==> config.mk <==
export PLATFORM = sky130hd
export DESIGN_NAME = itcm_arb_flat
export DESIGN_NICKNAME = d
export VERILOG_FILES = /design/src/rtl/itcm_arb_if.sv /design/src/rtl/itcm_arb.sv /design/src/flat_wrapper.sv
export SDC_FILE = /design/constraint.sdc
export NUM_CORES = 1
export LEC_CHECK = 0
export CORE_AREA = 8 8 92 94
export DETAILED_ROUTE_END_ITERATION = 12
export DIE_AREA = 0 0 100 102
export PLACE_DENSITY = 0.79
export SLEW_MARGIN = 10
export SYNTH_ARGS = -nofsm -noshare
export SYNTH_HDL_FRONTEND = slang
export SYNTH_SLANG_ARGS = --single-unit
==> constraint.sdc <==
create_clock -name clk -period 2.63 [get_ports clk]
set_input_delay 0.3945 -clock clk [delete_from_list [all_inputs] [get_ports clk]]
set_output_delay 0.3945 -clock clk [all_outputs]
set_load 0.02 [all_outputs]
==> src/rtl/itcm_arb_if.sv <==
//==============================================================================
// Module      : itcm_arb_if
// Description : Fetch, data and ITCM memory signals shared by itcm_arb and its
//               environment (requesters plus the memory macro).
// Revision    : 1.0 - initial release
//==============================================================================
`default_nettype none

interface itcm_arb_if #(
  parameter int MEM_AW = 12
);
  // Instruction fetch port
  logic              f_req;
  logic [31:0]       f_addr;
  logic              f_gnt;
  logic              f_rvalid;
  logic [31:0]       f_rdata;

  // Data (load/store) port
  logic              d_req;
  logic              d_we;
  logic [31:0]       d_addr;
  logic [31:0]       d_wdata;
  logic [3:0]        d_wstrb;
  logic              d_gnt;
  logic              d_rvalid;
  logic [31:0]       d_rdata;

  // ITCM macro port
  logic              m_en;
  logic [3:0]        m_we;
  logic [MEM_AW-1:0] m_addr;
  logic [31:0]       m_wdata;
  logic [31:0]       m_rdata;

  // Environment side: requesters and the memory macro
  modport master (
    output f_req, f_addr,
    output d_req, d_we, d_addr, d_wdata, d_wstrb,
    output m_rdata,
    input  f_gnt, f_rvalid, f_rdata,
    input  d_gnt, d_rvalid, d_rdata,
    input  m_en, m_we, m_addr, m_wdata
  );

  // Arbiter side
  modport slave (
    input  f_req, f_addr,
    input  d_req, d_we, d_addr, d_wdata, d_wstrb,
    input  m_rdata,
    output f_gnt, f_rvalid, f_rdata,
    output d_gnt, d_rvalid, d_rdata,
    output m_en, m_we, m_addr, m_wdata
  );
endinterface

`default_nettype wire

==> src/rtl/itcm_arb.sv <==
//==============================================================================
// Module      : itcm_arb
// Description : Shares the single ITCM port between instruction fetch and a
//               fixed-priority data port, with a starvation guard for fetch.
// Revision    : 1.0 - initial release
//==============================================================================
`default_nettype none

module itcm_arb #(
  parameter int MEM_AW     = 12,
  parameter int STARVE_MAX = 4
) (
  input  wire logic   clk,
  input  wire logic   reset_n,
  itcm_arb_if.slave   bus
);

  localparam logic [3:0] c_STARVE_MAX  = 4'(STARVE_MAX);
  localparam logic [1:0] c_OWNER_FETCH = 2'b01;
  localparam logic [1:0] c_OWNER_DATA  = 2'b10;

  logic [3:0]  r_starve_cnt;
  logic        r_rsp_v;
  logic [1:0]  r_rsp_owner;

  logic        w_starved;
  logic        w_f_gnt;
  logic        w_d_gnt;
  logic        w_d_rd_gnt;
  logic [31:0] w_gnt_addr;
  logic        w_unused_addr_bits;

  assign w_starved = (r_starve_cnt == c_STARVE_MAX);

  // Grants are forced low while reset is held so nothing reaches the macro.
  always_comb begin
    w_f_gnt = 1'b0;
    w_d_gnt = 1'b0;
    if (reset_n) begin
      if (w_starved && bus.f_req) begin
        w_f_gnt = 1'b1;
      end else if (bus.d_req) begin
        w_d_gnt = 1'b1;
      end else if (bus.f_req) begin
        w_f_gnt = 1'b1;
      end
    end
  end

  assign w_d_rd_gnt = w_d_gnt & ~bus.d_we;
  assign w_gnt_addr = w_d_gnt ? bus.d_addr : bus.f_addr;

  assign bus.f_gnt   = w_f_gnt;
  assign bus.d_gnt   = w_d_gnt;
  assign bus.m_en    = w_f_gnt | w_d_gnt;
  assign bus.m_addr  = w_gnt_addr[MEM_AW+1:2];
  assign bus.m_we    = bus.d_wstrb & {4{w_d_gnt & bus.d_we}};
  assign bus.m_wdata = bus.d_wdata;

  // Byte offset and bits above the ITCM window are deliberately ignored.
  assign w_unused_addr_bits = ^{bus.f_addr, bus.d_addr};

  always_ff @(posedge clk or negedge reset_n) begin
    if (!reset_n) begin
      r_starve_cnt <= 4'd0;
    end else if (!bus.f_req || w_f_gnt) begin
      r_starve_cnt <= 4'd0;
    end else if (r_starve_cnt != c_STARVE_MAX) begin
      r_starve_cnt <= r_starve_cnt + 4'd1;
    end
  end

  // A response is owed only for a read granted on the previous edge.
  always_ff @(posedge clk or negedge reset_n) begin
    if (!reset_n) begin
      r_rsp_v     <= 1'b0;
      r_rsp_owner <= c_OWNER_FETCH;
    end else begin
      r_rsp_v <= w_f_gnt | w_d_rd_gnt;
      if (w_f_gnt) begin
        r_rsp_owner <= c_OWNER_FETCH;
      end else if (w_d_rd_gnt) begin
        r_rsp_owner <= c_OWNER_DATA;
      end
    end
  end

  assign bus.f_rvalid = r_rsp_v & (r_rsp_owner == c_OWNER_FETCH);
  assign bus.d_rvalid = r_rsp_v & (r_rsp_owner == c_OWNER_DATA);
  assign bus.f_rdata  = bus.m_rdata;
  assign bus.d_rdata  = bus.m_rdata;

endmodule

`default_nettype wire
==> src/flat_wrapper.sv <==
// flat-port wrapper written by rule: the top's interface ports become plain ports
module itcm_arb_flat 
#(
  parameter int MEM_AW     = 12,
  parameter int STARVE_MAX = 4
)
  (clk, reset_n, bus_f_req, bus_f_addr, bus_d_req, bus_d_we, bus_d_addr, bus_d_wdata, bus_d_wstrb, bus_m_rdata, bus_f_gnt, bus_f_rvalid, bus_f_rdata, bus_d_gnt, bus_d_rvalid, bus_d_rdata, bus_m_en, bus_m_we, bus_m_addr, bus_m_wdata);
  itcm_arb_if #(.MEM_AW(MEM_AW)) bus_i ();
  input  wire logic clk;
  input  wire logic reset_n;
  input wire logic [$bits(bus_i.f_req)-1:0] bus_f_req;
  input wire logic [$bits(bus_i.f_addr)-1:0] bus_f_addr;
  input wire logic [$bits(bus_i.d_req)-1:0] bus_d_req;
  input wire logic [$bits(bus_i.d_we)-1:0] bus_d_we;
  input wire logic [$bits(bus_i.d_addr)-1:0] bus_d_addr;
  input wire logic [$bits(bus_i.d_wdata)-1:0] bus_d_wdata;
  input wire logic [$bits(bus_i.d_wstrb)-1:0] bus_d_wstrb;
  input wire logic [$bits(bus_i.m_rdata)-1:0] bus_m_rdata;
  output wire logic [$bits(bus_i.f_gnt)-1:0] bus_f_gnt;
  output wire logic [$bits(bus_i.f_rvalid)-1:0] bus_f_rvalid;
  output wire logic [$bits(bus_i.f_rdata)-1:0] bus_f_rdata;
  output wire logic [$bits(bus_i.d_gnt)-1:0] bus_d_gnt;
  output wire logic [$bits(bus_i.d_rvalid)-1:0] bus_d_rvalid;
  output wire logic [$bits(bus_i.d_rdata)-1:0] bus_d_rdata;
  output wire logic [$bits(bus_i.m_en)-1:0] bus_m_en;
  output wire logic [$bits(bus_i.m_we)-1:0] bus_m_we;
  output wire logic [$bits(bus_i.m_addr)-1:0] bus_m_addr;
  output wire logic [$bits(bus_i.m_wdata)-1:0] bus_m_wdata;
  assign bus_i.f_req = bus_f_req;
  assign bus_i.f_addr = bus_f_addr;
  assign bus_i.d_req = bus_d_req;
  assign bus_i.d_we = bus_d_we;
  assign bus_i.d_addr = bus_d_addr;
  assign bus_i.d_wdata = bus_d_wdata;
  assign bus_i.d_wstrb = bus_d_wstrb;
  assign bus_i.m_rdata = bus_m_rdata;
  assign bus_f_gnt = bus_i.f_gnt;
  assign bus_f_rvalid = bus_i.f_rvalid;
  assign bus_f_rdata = bus_i.f_rdata;
  assign bus_d_gnt = bus_i.d_gnt;
  assign bus_d_rvalid = bus_i.d_rvalid;
  assign bus_d_rdata = bus_i.d_rdata;
  assign bus_m_en = bus_i.m_en;
  assign bus_m_we = bus_i.m_we;
  assign bus_m_addr = bus_i.m_addr;
  assign bus_m_wdata = bus_i.m_wdata;
  itcm_arb #(.MEM_AW(MEM_AW), .STARVE_MAX(STARVE_MAX)) u_core (.clk(clk), .reset_n(reset_n), .bus(bus_i));
endmodule
Yosys cells after proc, flatten, opt, wreduce, memory -nomap -nowiden
Index checks and enable logic that the tools add are counted.
Widths: inputs -> output; s select.

word-level totals
  flip-flop bits (word level) = 7
  output and inout port bits = 117
  word-level logic and storage cells = 33

cells by class
  add/subtract/negate cells = 1
  equality and inequality tests = 4
  mux-type cells = 12
  bitwise operators = 8
  reductions and logical operators = 5

operators with widths
  kind                 number
  $mux 14              1
  $mux 4               2
  $mux 1               7
  $add 4x1->4 const B  1
  $and 1x1->1          4
  $and 4x4->4          1
  $eq 4x3->1 const B   1
  $mux 2               2
  $ne 4x3->1 const B   1
  $reduce_bool 2->1    2
  $eq 2x1->1 const B   1
  $eq 2x2->1 const B   1
  $or 1x1->1           2
  $logic_and 1x1->1    1
  $logic_not 1->1      1
  $logic_or 1x1->1     1
  $not 1->1            1

Longest topological paths before layout
Gate-level depths: netlist of the first run.

  word-level depth = 7
  gate-level depth with buffers = 7

Worst setup path after synthesis of the first run
OpenSTA, ideal clock, no wires.

  path type = reg2out
  start = register u_core.r_starve_cnt[0]
  end = output bus_f_gnt
  data arrival time = 1.564 ns
  required time = 2.236 ns
  slack = 0.671 ns
  cell stages (with the launch flop) = 5
  path buffers = 0
  cells stage by stage = dfrtp_1 > inv_1 > ha_1 > nand3b_1 > a211oi_1

between the ends
  word-level cells in the longest chain between the ends = 4

ends and longest elaborated chain
  element                   line                source
  start: declaration        itcm_arb.sv:22      logic [3:0] r_starve_cnt;
  start signal: assignment  itcm_arb.sv:69      r_starve_cnt <= r_starve_cnt + 4'd1;
  $eq 4x3->1                itcm_arb.sv:33      assign w_starved = (r_starve_cnt == c_STARVE_MAX);
  $logic_and 1x1->1         itcm_arb.sv:40      if (w_starved && bus.f_req) begin
  $mux 1                    itcm_arb.sv:40
  $mux 1                    itcm_arb.sv:39      if (reset_n) begin
  end: declaration          flat_wrapper.sv:19  output wire logic [$bits(bus_i.f_gnt)-1:0] bus_f_gnt;

No other way between the ends.

Worst setup path in the final report of the first run
  start = register u_core.r_starve_cnt[0]
  end = output bus_m_we[1]

between the ends
  word-level cells in the longest chain between the ends = 6

ends and longest elaborated chain
  element            line                source
  $eq 4x3->1         itcm_arb.sv:33
  $logic_and 1x1->1  itcm_arb.sv:40
  $mux 1             itcm_arb.sv:40
  $mux 1             itcm_arb.sv:39
  $and 1x1->1        itcm_arb.sv:57      assign bus.m_we = bus.d_wstrb & {4{w_d_gnt & bus.d_we}};
  $and 4x4->4        itcm_arb.sv:57
  end: declaration   flat_wrapper.sv:26  output wire logic [$bits(bus_i.m_we)-1:0] bus_m_we;

No other way between the ends.

==> results of run 1 <==
==> cell families after synthesis <==
| kind of cell | Yosys count | share of synthesized area (%) |
|---|---|---|
| AO/OA/AOI/OAI | 7 | 3.78 |
| XOR/XNOR | 2 | 1.32 |
| adder cells (fa/ha/maj) | 2 | 1.89 |
| buffers and inverters | 102 | 58.0 |
| flip-flops | 7 | 13.3 |
| multiplexers | 12 | 11.6 |
| AND/OR/NAND/NOR | 21 | 10.0 |
==> cell usage in the layout (no fill, tap or decap), drive strengths merged <==
master / Yosys / final
o32ai: 2 / 2
clkbuf: 0 / 4
dfstp: 1 / 1
xnor2: 1 / 1
and3: 5 / 6
o21ai: 1 / 1
nand2: 4 / 4
a211oi: 2 / 2
a21o: 1 / 1
dlygate4sd2: 0 / 5
inv: 4 / 4
buf: 98 / 8
nand2b: 1 / 1
mux2: 12 / 12
dfrtp: 6 / 6
a21oi: 1 / 1
xor2: 1 / 1
nor2: 4 / 4
nand3b: 1 / 1
ha: 2 / 2
nand3: 2 / 2
and3b: 2 / 2
nand4b: 1 / 1
nor3: 1 / 1
dlymetal6s2s: 0 / 8
clkdlybuf4s50: 0 / 40
==> timing repair <==
| item | in CTS | in global routing |
|---|---|---|
| endpoints found under the setup margin | 12 | 12 |
| resized for setup | 5 | 9 |
| pin swaps | 1 | 0 |
| gates cloned | 1 | 0 |
| setup buffers | 0 | 3 |
==> registers in the layout, indices dropped and copies added (netlist names) <==
register,count
u_core.r_rsp_owner,2
u_core.r_rsp_v,1
u_core.r_starve_cnt,4
==> power breakdown <==
group          total [mW]  internal, mW  leakage [nW]  switching [mW]
clock               0.145         0.104        0.0228          0.0410
combinational       0.190         0.113         0.513          0.0766
sequential          0.132         0.122        0.0895         0.00987
total               0.467         0.339         0.626           0.128
==> area by class of cell <==
cell class	instances	area (sq um)
tap	99	124
inverter	4	15.0
fill	795	5700
timing repair buffer	61	604
sequential	7	176
clock buffer	4	45.0
multi-input combinational	45	390
==> path summary, 6_finish.rpt <==
path,startpoint,slack (ps),end
min in group asynchronous,reset_n,590,u_core.r_rsp_v
setup / recovery,u_core.r_starve_cnt[0],110,bus_m_we[1]
hold reg to reg,u_core.r_rsp_owner[0],510,u_core.r_rsp_owner[0]
setup reg to reg,u_core.r_starve_cnt[0],1110,u_core.r_starve_cnt[2]
max in group asynchronous,reset_n,1830,u_core.r_rsp_owner[0]
hold / removal,u_core.r_rsp_owner[0],510,u_core.r_rsp_owner[0]
==> layer usage <==
layer  track usage [%]  up-vias
li1                  -      336
met3              3.41       40
met4              5.70        0
met1              4.01      329
met5                 0        -
met2              9.70       72
==> worst max-delay path: stages (launching register included) <==
cell	delay [ps]
sky130_fd_sc_hd__dfrtp_1	400
sky130_fd_sc_hd__inv_1	60
sky130_fd_sc_hd__ha_1	220
sky130_fd_sc_hd__nand4b_2	130
sky130_fd_sc_hd__and3_4	260
sky130_fd_sc_hd__and3_2	210
sky130_fd_sc_hd__clkdlybuf4s50_1	620
==> flow_results.org, run 1 <==
** Yosys
- Summed over its instances, the top area cell type makes up 54.5% of the synthesized netlist area.
- Counting every net in the synthesized netlist gives 292.
- By count the netlist is led by 96 x sky130_fd_sc_hd__buf_4, 7 x sky130_fd_sc_hd__mux2_2, 6 x sky130_fd_sc_hd__dfrtp_1.
- Sorting the synthesized cells by area gives the leading types as sky130_fd_sc_hd__buf_4 54%, sky130_fd_sc_hd__dfrtp_1 11%, sky130_fd_sc_hd__mux2_2 6.0%, sky130_fd_sc_hd__mux2_4 5.7%, sky130_fd_sc_hd__and3_2 2.3%.
- Leading area contributor after synthesis :: sky130_fd_sc_hd__buf_4
- Most used DFF post-synth :: sky130_fd_sc_hd__dfrtp_1
- The synthesized netlist occupies a cell area of 1320 sq um.
- Gate count after technology mapping :: between 150 and 200
- Yosys warning total :: 0
- Distinct cells, synth :: 26
- Synthesis inferred 7 register bits.
- Of the synthesized area, sequential elements account for a little over an eighth.
- In the post-synthesis netlist, the cell with the most instances is sky130_fd_sc_hd__buf_4.
- EDFF count, synth :: 0
- Synthesized area per cell :: 8.64 sq um
- Proportion of register bits with asynchronous set or reset after synthesis :: 100%

** Place
- Final GP Congestion :: roughly 0.8
- Input and output buffers added on the ports amount to 53.
- Total placed instance area :: between 1000 and 1500 sq um
- Minimum setup slack after placement :: approximately 1.4 ps
- Half-perimeter wire length of the detailed placement result :: about 2.4 mm
- Once placement completed, the tool counted placed cells totaling between 200 and 250.

** Outcome
- The flow ran to the end, and the final reports show no timing, DRC or antenna violations.

** Finish
- The number of antenna diodes in the final layout is 0.
- Number of nets in the final layout :: around 260
- Utilization of the core after routing :: a little under a fifth
- For this run, the number of standard cells in the final layout without fillers is 220.
- Area delta synth->final :: 2.46%
- The post-route netlist has roughly 26% of its cells at a drive strength greater than 1.
- Final design instance area without fill :: roughly 1400 sq um

** Worst setup path
- Critical Path Source Type :: flip-flop
- The worst setup path is of the flip-flop to primary output kind.
- STA puts the critical path data arrival time at between 2000 and 2500 ps.
- Critical path endpoint category :: primary output
- Of all nets on the critical path, the largest fanout is 8.
- Worst r2r path cells :: 6
- Data required, critical path :: between 2000 and 2500 ps

** Die
- In this run the horizontal extent of the chip is approximately 100 um.
- The floorplan has 31 rows.
- Number of placed I/O pins :: 254
- The floorplan step set the die height to approximately 100 um.
- DIE AREA :: between 10,000 and 15,000 sq um
- The floorplan step defined a core boundary enclosing about 7100 sq um.
- The initial utilization of the core area, before any placement, comes to between 10% and 20%.

** Clock network
- Post-CTS Hold Fix Bufs :: 0
- After clock tree synthesis, the clock-pin slew on the worst setup and hold paths is roughly 40 ps.
- The tree is rooted in a sky130_fd_sc_hd__clkbuf_8.
- In this run the deepest clock path goes through 2 buffers.
- Number of buffers inserted during clock tree synthesis :: 3
- H-tree depth :: 1
- The tree built by TritonCTS fans out to 7 sinks.
- For the worst-skew pair, the clock arrives at the later sink with an insertion delay of ~220 ps.
- CTS tree :: done

** Global routing
- Number of global-route vias before repair :: between 800 and 900
- Final global-route overflow total :: 0
- Largest net degree at the start of global routing :: 10
- GRT Resource Usage Total :: 5.56%
- The first global-routing pass estimated roughly 4.5 mm of wire.
- Initial antenna violation count :: 0

** Timing
- Crit share post-route :: 95.7%
- Total negative slack for setup checks :: 0 ps
- Fmax achieved :: between 0.3 and 0.4 GHz
- Post-route clock skew :: 1.96 ps
- Slew of the pin with the lowest slew margin :: about 310 ps
- The final hold violation count was 0.
- Setup violations remaining at the end of the flow were counted as 0.
- The number of max-slew violations in the final report was 0.
- Setup repair after global routing left no endpoint under its margin.
- Worst-case headroom to the max-slew limit :: approximately 79%
- Min Tclk post-route :: 2520 ps
- In the post-route analysis, the smallest setup slack over all paths is 112 ps.
- Min Hold Slack :: ~510 ps

** Detailed routing
- Wire length on met3 :: 487 um
- In this run, the number of DRC markers left after iteration 0 of detailed routing was 8.
- After detailed routing, the average wire length per cell comes to 13.9 um.
- The pre-antenna-repair detailed-routing pass consisted of 4 iterations.
- Detail Route Antenna Nets :: 0
- Wirelength, routed :: around 3.0 mm
- In the routed design, unresolved DRC markers number 0.
- In the final routing, the length of wire on met1 measures between 800 and 900 um.
- The routed design uses around 1.5 mm of met2 wire.
- DR vias :: approximately 800
- Top routing layer in use :: met4
- Via-to-Cell Ratio :: between 3 and 4

** Pwr
- In this run the power density over the cells is 344 nW/um^2.
- Worst vdd ir :: 102 uV
- Summed over all cells, the static leakage comes to approximately 0.63 nW.
- The design draws around 0.47 mW.

** Run
- Max-cap violations in this run came to 0.

** Min path
- Min-Delay Path Class :: flip-flop to flip-flop
- Counting instances, the worst hold path has a depth of 1.
Note: power is estimated with default switching activity, not from simulation.
==> inputs of run 2 (changes only) <==
--- a/config.mk
+++ b/config.mk
@@ -9,7 +9,7 @@
 export DETAILED_ROUTE_END_ITERATION = 12
 export DIE_AREA = 0 0 100 102
 export PLACE_DENSITY = 0.79
-export SLEW_MARGIN = 10
+export SLEW_MARGIN = 20
 export SYNTH_ARGS = -nofsm -noshare
 export SYNTH_HDL_FRONTEND = slang
 export SYNTH_SLANG_ARGS = --single-unit
==> results of run 2 <==
The final DEF is identical to that of run 1; final timing and power are the same.
==> inputs of run 3 (changes only) <==
--- a/config.mk
+++ b/config.mk
@@ -5,10 +5,10 @@
 export SDC_FILE = /design/constraint.sdc
 export NUM_CORES = 1
 export LEC_CHECK = 0
-export CORE_AREA = 8 8 92 94
+export CORE_AREA = 2 2 99 101
 export DETAILED_ROUTE_END_ITERATION = 12
-export DIE_AREA = 0 0 100 102
-export PLACE_DENSITY = 0.79
+export DIE_AREA = 0 0 101 103
+export DONT_BUFFER_PORTS = 1
 export SLEW_MARGIN = 20
 export SYNTH_ARGS = -nofsm -noshare
 export SYNTH_HDL_FRONTEND = slang
==> run 3 against run 2 <==
  * Final cell count shrank 20%
  * Core utilization shrank 11 points
  * First-iteration DRC count grew 13%
  * Flip-flop and latch count is the same
  * Fmax grew 10%
  * Sequential power is essentially flat
  * Total power shrank 18%
  * Via count shrank 29%
==> flow_results.org, run 3 (synthesis results as in run 1) <==
** Global routing
- The global-route wire length before repair was 2.87 mm (was 4.46 mm).
- The number of antenna violations at the first check in global routing came to 0 (unchanged).
- The largest net degree at the start of global routing came to 18 (was 10).
- The number of global-route vias before repair was 565 (was 838).
- The total global-route track usage is 3.91% (was 5.56%).
- The total overflow reported by the global router is 0 (unchanged).

** Detailed routing
- The overall routed net length was 2.06 mm (was 3.05 mm).
- The via count normalized by instance count came to 3.14 (was 3.53).
- The number of antenna-violating nets in the routed design came to 0 (unchanged).
- Number of detailed-routing iterations run before antenna repair :: 3 (was 4)
- The total via count in the routed design is 553 (was 777).
- The detail-routed net length per standard cell came to 11.7 um (was 13.9 um).
- DRC Markers :: 0 (unchanged)
- The detailed router's first-iteration violation count was 9 (was 8).

** Run
- The max-capacitance violation count came to 0 (unchanged).

** Die
- DIE AREA :: 10,400 sq um (was 10,200 sq um)
- The count of pins on the block boundary is 254 (unchanged).
- Vert. Die Dim :: 103 um (was 102 um)
- The site row count came to 36 (was 31).
- Effective utilization at floorplan :: 14.0% (was 18.7%)
- The horizontal die dimension is 101 um (was 100 um).
- Placeable core region :: 9460 sq um (was 7060 sq um)

** Timing
- The number of max-slew violations in the final report was 0 (unchanged).
- The worst slew margin relative to its limit came to 73.7% (was 78.8%).
- Post-route clock skew :: 5.81 ps (was 1.96 ps)
- Setup repair after global routing missed its margin: false (unchanged).
- The final period demand of the worst path is 2280 ps (was 2520 ps).
- The final hold violation count is 0 (unchanged).
- Fmax achieved :: 0.438 GHz (was 0.397 GHz)
- Min Hold Slack :: 275 ps (was 514 ps)
- Slew of the pin with the lowest slew margin :: 393 ps (was 315 ps)
- The final setup violation count came to 0 (unchanged).
- Total negative slack for setup checks :: 0 ps (unchanged)
- The ratio of final minimum period to clock period was 86.7% (was 95.7%).

** Finish
- Most common cell after layout, fill and taps aside :: sky130_fd_sc_hd__mux2_2 (was sky130_fd_sc_hd__clkdlybuf4s50_1)
- The register with the most flip-flops is u_core.r_starve_cnt (unchanged).
- The number of flip-flops in the largest register came to 4 (unchanged).
- The final net count came to 202 (was 261).
- Most frequent cells in the layout :: 7 x sky130_fd_sc_hd__mux2_2, 6 x sky130_fd_sc_hd__dfrtp_1, 5 x sky130_fd_sc_hd__mux2_4 (was 40 x sky130_fd_sc_hd__clkdlybuf4s50_1, 8 x sky130_fd_sc_hd__dlymetal6s2s_1, 8 x sky130_fd_sc_hd__buf_4)
- Registers with the highest flip-flop counts: u_core.r_starve_cnt (4), u_core.r_rsp_owner (2), u_core.r_rsp_v (1) (unchanged).
- Number of diodes added for antenna fixing :: 0 (unchanged)
- Fraction of layout cells with a size suffix above 1 :: 37.1% (was 25.6%)
- The synthesis-to-finish area growth came to -40.6% (was 2.46%).

** Worst setup path
- The family with the most delay on the worst path is simple AND/OR/NAND/NOR gates (was buffers and inverters).
- The data required time of the critical path came to 2240 ps (about the same).
- The launching element type of the critical path is a flip-flop (unchanged).
- Crit path arrival time :: 1890 ps (was 2120 ps)
- Critical path, cell by cell: inv_1, ha_1, nand4b_2, and3_4, mux2_2 (was inv_1, ha_1, nand4b_2, and3_4, and3_2, clkdlybuf4s50_1).
- The internal reg-to-reg setup slack came to 1100 ps (was 1110 ps).
- The startpoint of the worst register-to-register path is u_core.r_starve_cnt[0] (unchanged).
- Critical path endpoint category :: primary output (unchanged)
- Crit-path slowest cell :: sky130_fd_sc_hd__mux2_2 (was sky130_fd_sc_hd__clkdlybuf4s50_1)
- Maximum fanout along the worst path :: 17 (was 8)
- Critical Setup Path Class :: flip-flop to primary output (unchanged)
- End of the worst register-to-register path :: u_core.r_starve_cnt[2] (unchanged)
- Worst r2r path cells :: 6 (unchanged)
- Number of buffers and inverters on the critical path :: 1 (was 2)
- The biggest cell delay along the critical path was 440 ps (was 620 ps).

** Clock network
- The clock sink total is 7 (unchanged).
- H-tree depth :: 1 (unchanged)
- Post-CTS sizing :: 0 (was 5)
- Cell chosen for the clock root :: sky130_fd_sc_hd__clkbuf_8 (unchanged)
- The clock transition time at the flip-flop clock pins of the worst setup and hold paths came to 40 ps (about the same).
- The latest clock arrival within the worst-skew pair came to 230 ps (was 220 ps).
- Number of buffers inserted during clock tree synthesis :: 3 (unchanged)
- Post-CTS repair timing setup buffer count :: 0 (unchanged)
- The number of buffers between clock root and the deepest sink was 2 (unchanged).
- The TritonCTS clock tree is done (unchanged).

** Min path
- The count of cells along the worst hold path is 1 (unchanged).
- Min-Delay Path Class :: input port to flip-flop (was flip-flop to flip-flop)
- Startpoint of the worst hold path :: reset_n (was u_core.r_rsp_owner[0])
- Hold EP :: u_core.r_starve_cnt[1] (was u_core.r_rsp_owner[0])

** Pwr
- P_sw :: 0.117 mW (was 0.128 mW)
- Standby leakage power :: 0.305 nW (was 0.626 nW)
- The switching part of the total power was 30.6% (was 27.3%).
- Portion of total power attributed to the clock network :: 40.1% (was 31.2%)
- The proportion of power drawn by combinational gates came to 25.6% (was 40.6%).
- PnR Total Power :: 0.384 mW (was 0.467 mW)
- The highest ir drop seen on vdd is 107 uV (was 102 uV).
- The total power divided by cell area is 488 nW/um^2 (was 344 nW/um^2).
- The design internal power was 0.266 mW (was 0.339 mW).
- The proportion of power drawn by flip-flops and latches is 34.3% (was 28.2%).

** Place
- Final GP Congestion :: 0.671 (was 0.800)
- The count of input and output buffers was 0 (was 53).
- Half-perimeter wire length of the detailed placement result :: 1.67 mm (was 2.43 mm)

** Outcome
- Run status: complete, no violations (unchanged).
-- run 3: cell types whose count changed in the layout (fill, tap and decap cells not counted) --
cell,delta
sky130_fd_sc_hd__dlygate4sd3_1,+2
sky130_fd_sc_hd__dlygate4sd2_1,-5
sky130_fd_sc_hd__and3_4,-1
sky130_fd_sc_hd__buf_4,-7
sky130_fd_sc_hd__clkdlybuf4s50_1,-40
sky130_fd_sc_hd__dlymetal6s2s_1,-8
-- run 3: metrics by stage --
stage / worst slack, ps / std cells / instance area [sq um] / utilization [%]
after detailed placement: 599 / 170 / 721 / 7.62
after CTS: 348 / 175 / 776 / 8.20
final: 349 / 176 / 786 / 8.31
after global placement: 631 / 170 / 721 / 7.62
after global routing: 265 / 176 / 786 / 8.31
after floorplan: 671 / 153 / 1320 / -
-- run 3: worst max-delay path by stage --
stage,slack (ps),end,start,cells past startpoint
2_1_floorplan,670,bus_f_gnt,u_core.r_starve_cnt[0],4
3_3_place_gp,630,bus_m_addr[10],u_core.r_starve_cnt[0],5
3_5_place_dp,600,bus_m_addr[10],u_core.r_starve_cnt[0],5
4_1_cts,350,bus_m_addr[10],u_core.r_starve_cnt[0],5
5_1_grt,270,bus_m_addr[5],u_core.r_starve_cnt[0],5
6_report,350,bus_m_addr[10],u_core.r_starve_cnt[0],5
-- run 3: power by group through the flow --
stage | clock network [mW] | registers [mW] | logic (mW)
6_report | 0.154 | 0.131 | 0.0982
5_1_grt | 0.166 | 0.133 | 0.106
4_1_cts | 0.158 | 0.131 | 0.0976
3_5_place_dp | 0 | 0.133 | 0.0945
3_3_place_gp | 0 | 0.133 | 0.0928
2_1_floorplan | 0 | 0.131 | 0.304
-- run 3: worst register-to-register path: stages (launching register included) --
cell                       delay (ps)
sky130_fd_sc_hd__dfrtp_1          410
sky130_fd_sc_hd__inv_1             70
sky130_fd_sc_hd__ha_1             190
sky130_fd_sc_hd__nand3b_1         180
sky130_fd_sc_hd__a211oi_1         280
sky130_fd_sc_hd__buf_4            200
sky130_fd_sc_hd__a211oi_1          60
-- run 3: layout make-up --
class | instances | area, sq um
clock buffers | 4 | 45.0
fillers | 1104 | 8670
inverters | 4 | 15.0
multi-input cells | 44 | 379
flip-flops and latches | 7 | 176
well taps | 114 | 143
repair buffers | 3 | 27.5
-- run 3: metal layers --
layer  vias up  part of all wire [%]  track usage (%)  routed length, um
li1        216                     -                -                  -
met1       243                    30             2.84                609
met2        53                    40             4.87                815
met3        41                    21             4.00                428
met4         0                    10             5.41                209
met5         -                     0                0                  0
-- run 3: what timing repair did --
action | in CTS | in global routing
hold buffers | 1 | 1
hold endpoints to repair | 6 | 1
setup endpoints to repair | 0 | 0
